`src/rtl/rgb_led_pwm_fader.sv`:
```
// ============================================================================
// rgb_led_pwm_fader
//
// Downstream stage of the traffic-light LED sequencer. Takes the sequencer's
// three on/off requests and drives the physical RGB pins with PWM brightness.
// With RGB_FADE_EN defined, each channel moves one LSB per step tick toward
// its target instead of switching hard. When more than one request is active
// at the same time, all channels are driven dark until the overlap clears.
//
// Build option:
//   RGB_FADE_EN  defined   : linear fading, one LSB per STEP_CYCLES clocks.
//                undefined : levels follow their targets every clock, the
//                            step timer is not built and busy reads 0.
//
// Parameters:
//   PWM_BITS     width of brightness/level values; PWM period is
//                2^PWM_BITS-1 clocks.
//   STEP_CYCLES  clocks per one-LSB fade step.
//
// Ports:
//   clk         in   system clock
//   rst         in   synchronous active-high reset
//   red_in      in   red request from the sequencer
//   green_in    in   green request from the sequencer
//   blue_in     in   blue request from the sequencer
//   brightness  in   on-level for whichever channel is requested
//   red_pwm     out  PWM drive to the red LED (registered)
//   green_pwm   out  PWM drive to the green LED (registered)
//   blue_pwm    out  PWM drive to the blue LED (registered)
//   busy        out  high while any channel is ramping
//   conflict    out  high while more than one request is active (registered)
// ============================================================================
module rgb_led_pwm_fader #(
    parameter int PWM_BITS    = 8,
    parameter int STEP_CYCLES = 390_625
) (
    input  logic                clk,
    input  logic                rst,
    input  logic                red_in,
    input  logic                green_in,
    input  logic                blue_in,
    input  logic [PWM_BITS-1:0] brightness,
    output logic                red_pwm,
    output logic                green_pwm,
    output logic                blue_pwm,
    output logic                busy,
    output logic                conflict
);

    typedef enum logic [1:0] {
        ST_OFF  = 2'd0,
        ST_UP   = 2'd1,
        ST_ON   = 2'd2,
        ST_DOWN = 2'd3
    } state_t;

    localparam int NCH = 3;

    // Full-scale level; the PWM counter stops one short of it so that a
    // full-scale level is strictly greater than every counter value.
    localparam logic [PWM_BITS-1:0] LVL_MAX = {PWM_BITS{1'b1}};
    localparam logic [PWM_BITS-1:0] PWM_TOP = LVL_MAX - PWM_BITS'(1);

    // ------------------------------------------------------------------------
    // Helper functions
    // ------------------------------------------------------------------------
    function automatic state_t eval_state(input logic [PWM_BITS-1:0] lvl,
                                          input logic [PWM_BITS-1:0] tgt);
        state_t s;
        if (lvl < tgt) begin
            s = ST_UP;
        end else if (lvl > tgt) begin
            s = ST_DOWN;
        end else if (tgt == '0) begin
            s = ST_OFF;
        end else begin
            s = ST_ON;
        end
        return s;
    endfunction

    function automatic logic is_moving(input state_t s);
        return (s == ST_UP) || (s == ST_DOWN);
    endfunction

`ifdef RGB_FADE_EN
    function automatic logic [PWM_BITS-1:0] sat_inc(input logic [PWM_BITS-1:0] v);
        return (v == LVL_MAX) ? v : v + PWM_BITS'(1);
    endfunction

    function automatic logic [PWM_BITS-1:0] sat_dec(input logic [PWM_BITS-1:0] v);
        return (v == '0) ? v : v - PWM_BITS'(1);
    endfunction

    // One LSB toward the target; equal levels hold, so no overshoot.
    function automatic logic [PWM_BITS-1:0] step_toward(input logic [PWM_BITS-1:0] lvl,
                                                        input logic [PWM_BITS-1:0] tgt);
        logic [PWM_BITS-1:0] r;
        if (lvl < tgt) begin
            r = sat_inc(lvl);
        end else if (lvl > tgt) begin
            r = sat_dec(lvl);
        end else begin
            r = lvl;
        end
        return r;
    endfunction
`endif

    // ------------------------------------------------------------------------
    // Signals
    // ------------------------------------------------------------------------
    logic [NCH-1:0]      req_q;
    logic [NCH-1:0]      req_d;
    logic                ovl;
    logic                conflict_q;

    logic [PWM_BITS-1:0] target [NCH];
    logic [PWM_BITS-1:0] lvl_q  [NCH];
    logic [PWM_BITS-1:0] lvl_d  [NCH];
    state_t              state_q [NCH];
    state_t              state_d [NCH];

    logic [PWM_BITS-1:0] pwm_cnt_q;
    logic [PWM_BITS-1:0] pwm_cnt_d;
    logic [NCH-1:0]      pwm_q;
    logic [NCH-1:0]      pwm_d;

`ifdef RGB_FADE_EN
    // ------------------------------------------------------------------------
    // Step timer: free-running 0..STEP_CYCLES-1, tick on the last count
    // ------------------------------------------------------------------------
    localparam int TMR_W = (STEP_CYCLES > 1) ? $clog2(STEP_CYCLES) : 1;
    localparam logic [TMR_W-1:0] TMR_LAST = TMR_W'(STEP_CYCLES - 1);

    logic [TMR_W-1:0] tmr_q;
    logic [TMR_W-1:0] tmr_d;
    logic             tick;

    assign tick  = (tmr_q == TMR_LAST);
    assign tmr_d = tick ? '0 : tmr_q + TMR_W'(1);

    always_ff @(posedge clk) begin
        if (rst) begin
            tmr_q <= '0;
        end else begin
            tmr_q <= tmr_d;
        end
    end
`endif

    // ------------------------------------------------------------------------
    // Overlap detection on the registered requests (two or more set)
    // ------------------------------------------------------------------------
    assign req_d = {blue_in, green_in, red_in};
    assign ovl   = (req_q[0] & req_q[1]) |
                   (req_q[0] & req_q[2]) |
                   (req_q[1] & req_q[2]);

    assign pwm_cnt_d = (pwm_cnt_q == PWM_TOP) ? '0 : pwm_cnt_q + PWM_BITS'(1);

    // ------------------------------------------------------------------------
    // Per-channel target, level and state next values
    // ------------------------------------------------------------------------
    always_comb begin
        for (int i = 0; i < NCH; i++) begin
            target[i] = (req_q[i] && !ovl) ? brightness : '0;
`ifdef RGB_FADE_EN
            // The step compares against the target of this very clock, so a
            // target change coinciding with a tick is already honoured.
            lvl_d[i] = tick ? step_toward(lvl_q[i], target[i]) : lvl_q[i];
`else
            lvl_d[i] = target[i];
`endif
            // State reflects the channel after this clock's update; without
            // fading lvl_d always equals the target, so UP/DOWN never occur.
            state_d[i] = eval_state(lvl_d[i], target[i]);
            pwm_d[i]   = (lvl_q[i] > pwm_cnt_q);
        end
    end

    // ------------------------------------------------------------------------
    // Registers: request capture, conflict, levels, channel FSMs, PWM
    // ------------------------------------------------------------------------
    always_ff @(posedge clk) begin
        if (rst) begin
            req_q      <= '0;
            conflict_q <= 1'b0;
            pwm_cnt_q  <= '0;
            pwm_q      <= '0;
            for (int i = 0; i < NCH; i++) begin
                lvl_q[i]   <= '0;
                state_q[i] <= ST_OFF;
            end
        end else begin
            req_q      <= req_d;
            conflict_q <= ovl;
            pwm_cnt_q  <= pwm_cnt_d;
            pwm_q      <= pwm_d;
            for (int i = 0; i < NCH; i++) begin
                lvl_q[i]   <= lvl_d[i];
                state_q[i] <= state_d[i];
            end
        end
    end

    // ------------------------------------------------------------------------
    // Outputs; busy decodes registered states only
    // ------------------------------------------------------------------------
    assign red_pwm   = pwm_q[0];
    assign green_pwm = pwm_q[1];
    assign blue_pwm  = pwm_q[2];
    assign conflict  = conflict_q;
    assign busy      = is_moving(state_q[0]) |
                       is_moving(state_q[1]) |
                       is_moving(state_q[2]);

endmodule

```
`config.mk`:
```
export PLATFORM = sky130hd
export DESIGN_NAME = rgb_led_pwm_fader
export DESIGN_NICKNAME = d
export VERILOG_FILES = /design/src/rtl/rgb_led_pwm_fader.sv
export SDC_FILE = /design/constraint.sdc
export NUM_CORES = 1
export LEC_CHECK = 0
export BUFFER_PORTS_ARGS = -buffer_cell sky130_fd_sc_hd__buf_2
export CAP_MARGIN = 20
export CORE_MARGIN = 2
export CORE_UTILIZATION = 57
export DETAILED_ROUTE_END_ITERATION = 8
export PLACE_DENSITY = 0.85
export SYNTH_ARGS = -nofsm -noshare
export SYNTH_HDL_FRONTEND = slang
export SYNTH_SLANG_ARGS = --single-unit
```
`constraint.sdc`:
```
create_clock -name clk -period 1.6 [get_ports clk]
set_input_delay 0.32 -clock clk [delete_from_list [all_inputs] [get_ports clk]]
set_output_delay 0.32 -clock clk [all_outputs]
set_load 0.01 [all_outputs]
```
**After elaboration in Yosys (flattened, before gate mapping)**

Memory sizes are Yosys's and may differ from the RTL's.
Index checks and enable logic that the tools add are counted.

- Word-level logic and storage cells: 68
- Output and inout bits: 5
- Memories kept: 2
- Bits in writable memories: 30
- Input port bits: 13
- Bits in latches: 0
- Flip-flop bits (word level): 15
- Memory bits (read-only): 0

- Mux-type cells: 21
- Divide/modulo/power cells: 0
- Reductions and logical operators: 11
- $mul: 0
- Order comparisons: 9
- Add/sub/neg operators: 1
- Shift-type cells: 0
- Equality and inequality tests: 7
- Bitwise logic cells: 13

Memory list:

| name | depth | width | rd ports | clocked after memory_dff | write ports | RTL line | RTL |
|---|---|---|---|---|---|---|---|
| lvl_q | 3 | 8 | 3 | 0 | 3 | 119 | `logic [PWM_BITS-1:0] lvl_q [NCH];` |
| state_q | 3 | 2 | 3 | 0 | 3 | 121 | `state_t state_q [NCH];` |

Operator list:

| operator | number |
|---|---|
| greater-than comparator 8 bit | 6 |
| two-way mux 8 bit | 6 |
| logical NOT 8 bit | 3 |
| < comparator 8 bit | 3 |
| two-way mux 2 bit | 12 |
| OR 1 bit | 10 |
| adder 8 x 1 -> 8 bit (second input constant) | 1 |
| equality test 8 bit (second input constant) | 1 |
| equality test 2 x 1 -> 1 bit (second input constant) | 3 |
| equality test 2 bit (second input constant) | 3 |
| bitwise AND 1 bit | 3 |
| logical AND 1 bit | 3 |
| logical OR 1 bit | 3 |
| two-way mux 1 bit | 3 |
| OR reduction 2 bit | 1 |
| logical NOT 1 bit | 1 |

**Longest topological paths before layout**

Gate-level depths: netlist of run 1.

- Depth in word-level cells: 11
- Gate-level depth with buffers: 6
- Mapped depth without buffers: 6

**Least setup slack after synthesis of run 1**

OpenSTA, ideal clock, no wires.

- Path kind: register to register
- Start: register pwm_cnt_q[1]
- End: register pwm_q[1]
- Required time: 1.485 ns
- Clock period less this slack: 1.373 ns
- Arrival: 1.258 ns
- Buffers on the path: 0
- Library setup time: 0.115 ns
- Path slack: 0.227 ns
- Stages on the path, launching flop included: 7
- Cells stage by stage: dfxtp_1 inv_1 ha_1 nor2b_1 o211ai_1 a21oi_1 o21a_1

- Cells in the longest elaborated chain, start to end: 1

Ends and longest elaborated chain:

| item | RTL line | RTL |
|---|---|---|
| start, declared | 124 | `logic [PWM_BITS-1:0] pwm_cnt_q;` |
| start signal, assigned | 198 | `pwm_cnt_q <= pwm_cnt_d;` |
| greater-than comparator 8 bit | 178 | `pwm_d[i] = (lvl_q[i] > pwm_cnt_q);` |
| end signal, assigned | 199 | `pwm_q <= pwm_d;` |
| end, declared | 126 | `logic [NCH-1:0] pwm_q;` |

Every way passes these cells.
A chain may end at the register's enable or synchronous reset.

**Worst setup path after layout of run 1**

Same ends and word-level chain as after synthesis.

==> flow_summary.json, run 1 <==
{
  "synth_warnings": 0,
  "hold_path.class": "in2reg",
  "place_hpwl_um": 2544,
  "synthSimpleGateAreaFrac": 0.2313,
  "power.density_nw_per_um2": 1024,
  "cp_cell_sequence": "inv_1, ha_1, nor2b_1, o211ai_1, a21oi_1, o21a_1",
  "end_kind": "flip-flop",
  "maxCapViolCount": 0,
  "routed_wl_um": 3147,
  "hold_violations": 0,
  "slowest_stage": "dfxtp_1",
  "clock_latency_ps": 350,
  "area_growth_pct": 12.16,
  "critPathBufInv": 1,
  "reg2reg_slack_ps": 130,
  "period_minus_slack_ps": 1466,
  "yosysTopAreaCell": "dfxtp_1",
  "drtPass1Iterations": 4,
  "required_ps": 1850,
  "synth_xor_area_frac": 0.02970,
  "max_stage_delay_ps": 350,
  "synthTopCellsByArea": "dfxtp_1 44%, ha_1 18%, and2_1 7.1%",
  "hold_end": "req_q[0]",
  "synth_compound_area_frac": 0.07992,
  "synth_top_family_by_area": "simple AND/OR/NAND/NOR gates",
  "num_vias": 1232,
  "design.core.area_um2": 3003,
  "postCtsSetupBuffers": 0,
  "leakage_nw": 0.8791,
  "max_freq_mhz": 682.0,
  "ff2ff_path_depth": 6,
  "grt_pass1_wl_um": 5395,
  "rsz0062_at_grt": "false",
  "antenna_found_initial": 0,
  "final_cell_mix": "39 x dfxtp_1, 26 x ha_1, 20 x and2_1, 16 x buf_2, 14 x nor2_1",
  "grt.total_usage": 0.2143,
  "place.gp.congestion": 0.8051,
  "drcViolationCount": 0,
  "hold_path_depth": 2,
  "fp-row-count": 20,
  "critPathLaunchType": "flip-flop",
  "viasPerCell": 5.380,
  "reg2reg_to": "pwm_q[1]",
  "crit_family": "compound AO/OA/AOI/OAI gates",
  "overflow": 0,
  "status": "finished, final reports clean",
  "ant_nets": 0,
  "design.die.area_um2": 3565,
  "initial_core_util": 0.5892,
  "hold_start": "red_in",
  "drive_gt1_frac": 0.1633,
  "critPathMaxFanout": 3,
  "yosysUniqueCellTypes": 21,
  "clockBufferDepth": 2,
  "finalMaxSlewViolations": 0,
  "die_h_um": 59.71,
  "synthMuxAreaShare": 0,
  "synth-seq-cells": 39,
  "timing.rr.start": "pwm_cnt_q[1]",
  "wl_per_cell_um": 13.74,
  "cts.sinks": 39,
  "synth_top_area_frac": 0.4413,
  "setup.worst_path.class": "reg2reg",
  "synth_edf_count": 0,
  "yosysSeqAreaShare": 0.4413,
  "grt_pass1_vias": 1240,
  "syn_inst": 173,
  "pin_count": 18,
  "finalSetupTns_ps": 0,
  "grt_max_degree": 13,
  "diodes": 0,
  "fin_skew_ps": 7.088,
  "die_w_um": 59.71,
  "synthArstFlopShare": 0,
  "clk_pin_slew_worst_paths_ps": 110,
  "period_share": 0.9165,
  "htree_levels": 2,
  "numPortBuffers": 16,
  "cts_hold_buf": 0,
  "vdd_drop_max_uv": 710.4,
  "cts-root-buf": "clkbuf_4",
  "fin_nets": 234,
  "drtIter0Drc": 22,
  "final_common_cell": "dfxtp_1",
  "critPathArrivalTime_ps": 1710,
  "synth_area_um2": 1769,
  "numCtsBuffers": 5,
  "final_util": 0.6608,
  "cts_tree": "built",
  "syn_nets": 212,
  "final-setup-viol-count": 0,
  "synth_ff_type": "dfxtp_1",
  "syn_area_per_cell_um2": 10.23,
  "synthAdderAreaFrac": 0.1839,
  "cts_resized": 0
}
layout make-up:
type	count	area, um2
Tap cell	33	41.29
Timing Repair Buffer	17	87.58
Fill cell	242	1018
Clock inverter	2	60.06
Multi-Input combinational cell	121	932.1
Clock buffer	6	41.29
Inverter	11	41.29
Sequential cell	39	780.7
sequential cells by signal, summed over array words and instances, names as in the netlist:
register and flops:
lvl_q 24, pwm_q 3, pwm_cnt_q 8, conflict 1
req_q 3
Yosys cell counts (4+ instances only):
cell type / count
a21oi_1: 13
and2_1: 20
and2_2: 4
dfxtp_1: 39
ha_1: 26
inv_1: 11
nand2_1: 5
nand4_1: 7
nor2_1: 14
nor2b_1: 6
o21ai_0: 4
xnor2_1: 6
where the power goes:
group | internal, mW | switching (mW)
Combinational | 0.0976 | 0.101
Sequential | 1.00 | 0.0257
Clock | 0.487 | 0.315
Total | 1.59 | 0.442
layer usage:
metal  wire length (um)  track usage  part of all wire
met1               1374       0.2402              0.44
met2               1573       0.3525              0.50
met3                116      0.07576             0.037
met4                 82       0.1175             0.026
met5                  0            0                 0
through the flow:
stage	hold slack, ps	setup slack [ps]	std cells	total power, mW	cell area (um2)
2_1_floorplan	441.7	227.4	173	1.184	1769
3_3_place_gp	529.4	290.1	221	1.235	1883
3_5_place_dp	537.4	181.6	221	1.251	1883
4_1_cts	158.0	149.9	229	2.047	1984
5_1_grt	163.7	56.18	229	2.117	1984
6_report	167.5	133.7	229	2.031	1984
kinds of logic after synthesis:
logic type | count (synthesis)
XOR/XNOR | 6
flip-flops | 39
adder cells (fa/ha/maj) | 26
other | 1
AND/OR/NAND/NOR | 64
buffers and inverters | 13
AO/OA/AOI/OAI | 24
how the worst max path moves through the flow:
stage	end	slack (ps)	from	cells after the start
floorplan	pwm_q[1]	230	pwm_cnt_q[1]	6
detailed placement	pwm_q[2]	180	pwm_cnt_q[3]	5
finish	pwm_q[1]	130	pwm_cnt_q[1]	6
global route	pwm_q[1]	60	pwm_cnt_q[1]	6
global placement	pwm_q[2]	290	pwm_cnt_q[3]	5
CTS	pwm_q[1]	150	pwm_cnt_q[1]	6
Power figures use the tool's default switching activity.
==> inputs of run 2 (changes only) <==
--- a/config.mk
+++ b/config.mk
@@ -10,6 +10,7 @@
 export CORE_MARGIN = 2
 export CORE_UTILIZATION = 57
 export DETAILED_ROUTE_END_ITERATION = 8
+export GPL_TIMING_DRIVEN = 0
 export PLACE_DENSITY = 0.85
 export SYNTH_ARGS = -nofsm -noshare
 export SYNTH_HDL_FRONTEND = slang
==> flow_summary.json, run 2 (synthesis gave the netlist of run 1 again) <==
{
  "status": "finished, final reports clean",
  "setup.worst_path.class": "reg2reg",
  "pin_count": 18,
  "design.core.area_um2": 3003,
  "dpl_worst_slack_ps": 91.76,
  "leakage_nw": 0.8772,
  "cts.sinks": 39,
  "crit_cells": 6,
  "drive_gt1_frac": 0.1777,
  "cts_hold_buf": 0,
  "combPwrFrac": 0.104,
  "fin_nets": 235,
  "largestRegisters": "lvl_q: 24 flops, pwm_cnt_q: 8 flops",
  "antenna_found_initial": 0,
  "hold_path.class": "in2reg",
  "grt_pass1_vias": 1213,
  "max_stage_delay_ps": 400,
  "clk_pin_slew_worst_paths_ps": 120,
  "area_growth_pct": 11.53,
  "final_util": 0.6571,
  "hold_violations": 0,
  "clkPwrFrac": 0.347,
  "ff2ff_path_depth": 6,
  "final_common_cell": "dfxtp_1",
  "final-setup-viol-count": 0,
  "finalSetupTns_ps": 0,
  "reg2reg_slack_ps": 140,
  "fin_area_um2": 1973,
  "drtPass1Iterations": 4,
  "postPlaceCellArea_um2": 1891,
  "cts-root-buf": "clkbuf_4",
  "numPortBuffers": 16,
  "die_h_um": 59.71,
  "reg2reg_to": "pwm_q[1]",
  "grt_max_degree": 14,
  "place.gp.congestion": 0.8202,
  "diodes": 0,
  "drcViolationCount": 0,
  "critPathMaxFanout": 6,
  "critPathArrivalTime_ps": 1720,
  "initial_core_util": 0.5892,
  "routed_wl_um": 3239,
  "drtIter0Drc": 33,
  "period_minus_slack_ps": 1465,
  "crit_family": "compound AO/OA/AOI/OAI gates",
  "final_cell_mix": "38 x dfxtp_1, 26 x ha_1, 20 x and2_1, 16 x buf_2, 14 x nor2_1",
  "cp_cell_sequence": "inv_1, ha_1, nor2b_1, o211ai_1, a21oi_1, o21a_1",
  "timing.rr.start": "pwm_cnt_q[1]",
  "critPathLaunchType": "flip-flop",
  "clockBufferDepth": 2,
  "vdd_drop_max_uv": 671.4,
  "fp-row-count": 20,
  "ant_nets": 0,
  "num_vias": 1259,
  "required_ps": 1850,
  "design.die.area_um2": 3565,
  "hold_start": "green_in",
  "viasPerCell": 5.474,
  "crit_path_start": "pwm_cnt_q[1]",
  "timing.hold.ws_ps": 173.6,
  "clock_latency_ps": 340,
  "seq_power_share": 0.549,
  "numCtsBuffers": 5,
  "htree_levels": 2,
  "fin_skew_ps": 9.152,
  "power.density_nw_per_um2": 954.4,
  "setup_slack_ps": 135.4,
  "end_kind": "flip-flop",
  "p_sw_uw": 451.4,
  "period_share": 0.9153,
  "crit_end": "pwm_q[1]",
  "die_w_um": 59.71,
  "regMostFlops": "lvl_q",
  "max_freq_mhz": 682.8,
  "critPathBufInv": 1,
  "slowest_stage": "dfxtp_2",
  "cts_tree": "built",
  "wl_per_cell_um": 14.08,
  "intPower_mw": 1.432,
  "overflow": 0,
  "place_hpwl_um": 2600,
  "maxCapViolCount": 0,
  "postCtsSetupBuffers": 0,
  "p_sw_frac": 0.2397,
  "largest_register_ffs": 24,
  "grt_pass1_wl_um": 5313,
  "grt.total_usage": 0.2059,
  "cts_resized": 0,
  "rsz0062_at_grt": "false",
  "finalMaxSlewViolations": 0
}
run 2: cell count changes in the layout (fill, tap and decap cells not counted):
| cell | previous run | this run |
|---|---|---|
| clkinv_2 | 0 | 1 |
| clkbuf_1 | 1 | 0 |
| dfxtp_1 | 39 | 38 |
| buf_4 | 1 | 2 |
| clkinv_4 | 0 | 1 |
| dfxtp_2 | 0 | 1 |
| bufinv_16 | 2 | 1 |
run 2: how the worst min path moves through the flow:
stage                     cells after the start          end  slack (ps)
after floorplan                               1  lvl_q[0][0]         440
after global placement                        2     req_q[2]         530
after detailed placement                      2     req_q[1]         530
after CTS                                     2     req_q[1]         160
after global routing                          2     req_q[1]         160
final                                         2     req_q[1]         170
run 2: cell type report:
class                           count  area, um2
Clock buffer                        5      37.54
Fill cell                         251       1030
Inverter                           11      41.29
Timing Repair Buffer               16      80.08
Clock inverter                      3      43.79
Buffer                              2      15.01
Sequential cell                    39      782.0
Multi-Input combinational cell    121      932.1
Tap cell                           33      41.29
run 2: per-stage QoR:
stage | total power [mW] | std cells
after floorplan | 1.184 | 173
after global placement | 1.236 | 222
after detailed placement | 1.250 | 222
after CTS | 1.896 | 230
after global routing | 1.970 | 230
final | 1.883 | 230
run 2: metal layers:
layer,track usage,part of all wire,wire length (um),up-vias
li1,-,-,-,635
met1,0.2405,0.43,1404,584
met2,0.3556,0.50,1622,33
met3,0.05844,0.048,154,7
met4,0.07619,0.018,57,0
met5,0,0,0,-
run 2: power by group through the flow:
stage	clock network (mW)	logic (mW)	registers (mW)
after CTS	0.666	0.196	1.03
after global placement	0	0.182	1.05
after floorplan	0	0.129	1.05
after detailed placement	0	0.194	1.06
final	0.653	0.195	1.03
after global routing	0.710	0.221	1.04
==> inputs of run 3 (changes only) <==
--- a/config.mk
+++ b/config.mk
@@ -5,6 +5,7 @@
 export SDC_FILE = /design/constraint.sdc
 export NUM_CORES = 1
 export LEC_CHECK = 0
+export ABC_AREA = 1
 export BUFFER_PORTS_ARGS = -buffer_cell sky130_fd_sc_hd__buf_2
 export CAP_MARGIN = 20
 export CORE_MARGIN = 2
==> flow_summary.json, run 3 <==
{
  "final_cell_mix": "54 x nand2_1, 39 x dfxtp_1, 37 x nor2_1, 26 x ha_1, 23 x inv_1",
  "synth_area_um2": 1843,
  "final_common_cell": "nand2_1",
  "design.die.area_um2": 3704,
  "hold_path_depth": 3,
  "leakage_nw": 0.9769,
  "routed_wl_um": 3177,
  "place.gp.congestion": 0.8018,
  "ff2ff_path_depth": 7,
  "rsz0062_at_grt": "false",
  "end_kind": "flip-flop",
  "maxCapViolCount": 0,
  "setup.worst_path.class": "reg2reg",
  "max_freq_mhz": 736.2,
  "numCtsBuffers": 5,
  "pin_count": 18,
  "grt.total_usage": 0.1963,
  "reg2reg_slack_ps": 240,
  "cts_hold_buf": 0,
  "place_hpwl_um": 2540,
  "drive_gt1_frac": 0.1265,
  "htree_levels": 2,
  "grt_pass1_vias": 1277,
  "grt_max_degree": 12,
  "synthArstFlopShare": 0,
  "yosysTopAreaCell": "dfxtp_1",
  "multi_input_area_um2": 915.9,
  "cpMostUsedCell": "nand2_1",
  "fin_skew_ps": 4.673,
  "cts.sinks": 39,
  "hold_violations": 0,
  "initial_core_util": 0.6037,
  "crit_family": "flip-flops",
  "synthTopCellsByArea": "dfxtp_1 42%, ha_1 18%, nand2_1 11%",
  "timing.rr.start": "pwm_cnt_q[4]",
  "critPathArrivalTime_ps": 1600,
  "drtIter0Drc": 29,
  "area_growth_pct": 11.07,
  "period_minus_slack_ps": 1358,
  "yosysUniqueCellTypes": 21,
  "reg2reg_to": "pwm_q[0]",
  "postCtsSetupBuffers": 0,
  "crit_path_start": "pwm_cnt_q[4]",
  "overflow": 0,
  "cts_tree": "built",
  "synth.most_common_cell": "nand2_1",
  "die_w_um": 60.86,
  "postPlaceCellArea_um2": 1978,
  "slowest_stage": "dfxtp_1",
  "drtPass1Iterations": 4,
  "synth_top_cells_by_count": "54 x nand2_1, 39 x dfxtp_1, 37 x nor2_1",
  "fp-row-count": 20,
  "die_h_um": 60.86,
  "grt_pass1_wl_um": 5188,
  "synth_top_area_frac": 0.4236,
  "largestRegisters": "lvl_q: 24 flops, pwm_cnt_q: 8 flops",
  "nFillCells": 260,
  "clock_latency_ps": 340,
  "fin_area_um2": 2047,
  "syn_inst": 229,
  "critPathLaunchType": "flip-flop",
  "critPathBufInv": 1,
  "finalMaxSlewViolations": 0,
  "num_vias": 1435,
  "period_share": 0.8490,
  "syn_nets": 268,
  "fin_nets": 291,
  "synth_edf_count": 0,
  "cts-root-buf": "clkbuf_4",
  "numPortBuffers": 16,
  "hold_end": "req_q[1]",
  "status": "finished, final reports clean",
  "drcViolationCount": 0,
  "power.density_nw_per_um2": 877.8,
  "final_util": 0.6705,
  "wl_per_cell_um": 10.70,
  "cts_resized": 0,
  "finalSetupTns_ps": 0,
  "design.core.area_um2": 3053,
  "regMostFlops": "lvl_q",
  "register_area_um2": 780.7,
  "clk_pin_slew_worst_paths_ps": 110,
  "syn_area_per_cell_um2": 8.048,
  "critPathMaxFanout": 6,
  "hold_path.class": "in2reg",
  "diodes": 0,
  "clockBufferDepth": 2,
  "hold_start": "green_in",
  "synth-seq-cells": 39,
  "synth_warnings": 0,
  "cp_cell_sequence": "inv_1, ha_1, nand2_1, nor2_1, nand4_1, nand2_1, a21oi_1",
  "antenna_found_initial": 0,
  "ant_nets": 0,
  "synth_ff_type": "dfxtp_1",
  "required_ps": 1840,
  "yosysSeqAreaShare": 0.4236,
  "viasPerCell": 4.832,
  "final-setup-viol-count": 0,
  "max_stage_delay_ps": 430,
  "vdd_drop_max_uv": 638.7,
  "largest_register_ffs": 24
}
-- run 3: cell count changes in the layout (fill, tap and decap cells not counted), sizes merged, moves of 4 or more --
cell / previous run / this run
clkbuf: 5 / 11
and2: 24 / 0
nor2: 14 / 37
xnor2: 6 / 1
nor3: 0 / 4
inv: 11 / 25
nand2: 5 / 54
nor2b: 6 / 0
-- run 3: cell families (layout without fill, tap and decap cells) --
family          Yosys count  in the layout  synth area share
simple gates            105            105            0.2342
flops                    39             39            0.4236
xor+xnor                  2              2          0.009506
other cells               1              1          0.002035
buf+inv                  32             56           0.07943
fa+ha+maj                26             26            0.1765
compound gates           24             24           0.07468
-- run 3: per-stage QoR --
step,setup WS [ps],total power [mW],instances,hold WS (ps)
after global routing,76.93,1.881,297,168.7
after detailed placement,246.5,1.263,289,474.3
after floorplan,427.7,1.194,229,398.5
after CTS,231.8,1.807,297,164.0
after global placement,264.0,1.256,289,466.1
final,241.6,1.797,297,170.9
-- run 3: power breakdown --
group | total [mW] | internal, mW | switching [mW]
registers | 1.02 | 1.00 | 0.0210
clock network | 0.558 | 0.259 | 0.299
logic | 0.214 | 0.0914 | 0.123
total | 1.80 | 1.35 | 0.443
-- run 3: metal layers --
metal / vias to the layer above / GRT usage / share of wire
li1: 777 / - / -
met1: 623 / 0.2265 / 0.46
met2: 29 / 0.3333 / 0.48
met3: 6 / 0.07463 / 0.044
met4: 0 / 0.06832 / 0.014
met5: - / 0 / 0
-- run 3: final cells by class --
| class | instances | area share |
|---|---|---|
| multi-input cells | 158 | 0.4474 |
| flip-flops and latches | 39 | 0.3814 |
| inverters | 25 | 0.04584 |
| repair buffers | 16 | 0.03912 |
| clock buffers | 8 | 0.03362 |
| well taps | 44 | 0.02689 |
| plain buffers | 7 | 0.02567 |
-- run 3: worst max path at each step --
| stage | cells past startpoint | slack (ps) | endpoint |
|---|---|---|---|
| after floorplan | 7 | 430 | pwm_q[0] |
| after global placement | 7 | 260 | pwm_q[1] |
| after detailed placement | 7 | 250 | pwm_q[0] |
| after CTS | 7 | 230 | pwm_q[0] |
| after global routing | 7 | 80 | pwm_q[0] |
| final | 7 | 240 | pwm_q[0] |
-- run 3: worst register-to-register path: stages, from the launching register on --
cell	delay, ps
dfxtp_1	430
inv_1	110
ha_1	280
nand2_1	40
nor2_1	160
nand4_1	110
nand2_1	70
a21oi_1	40
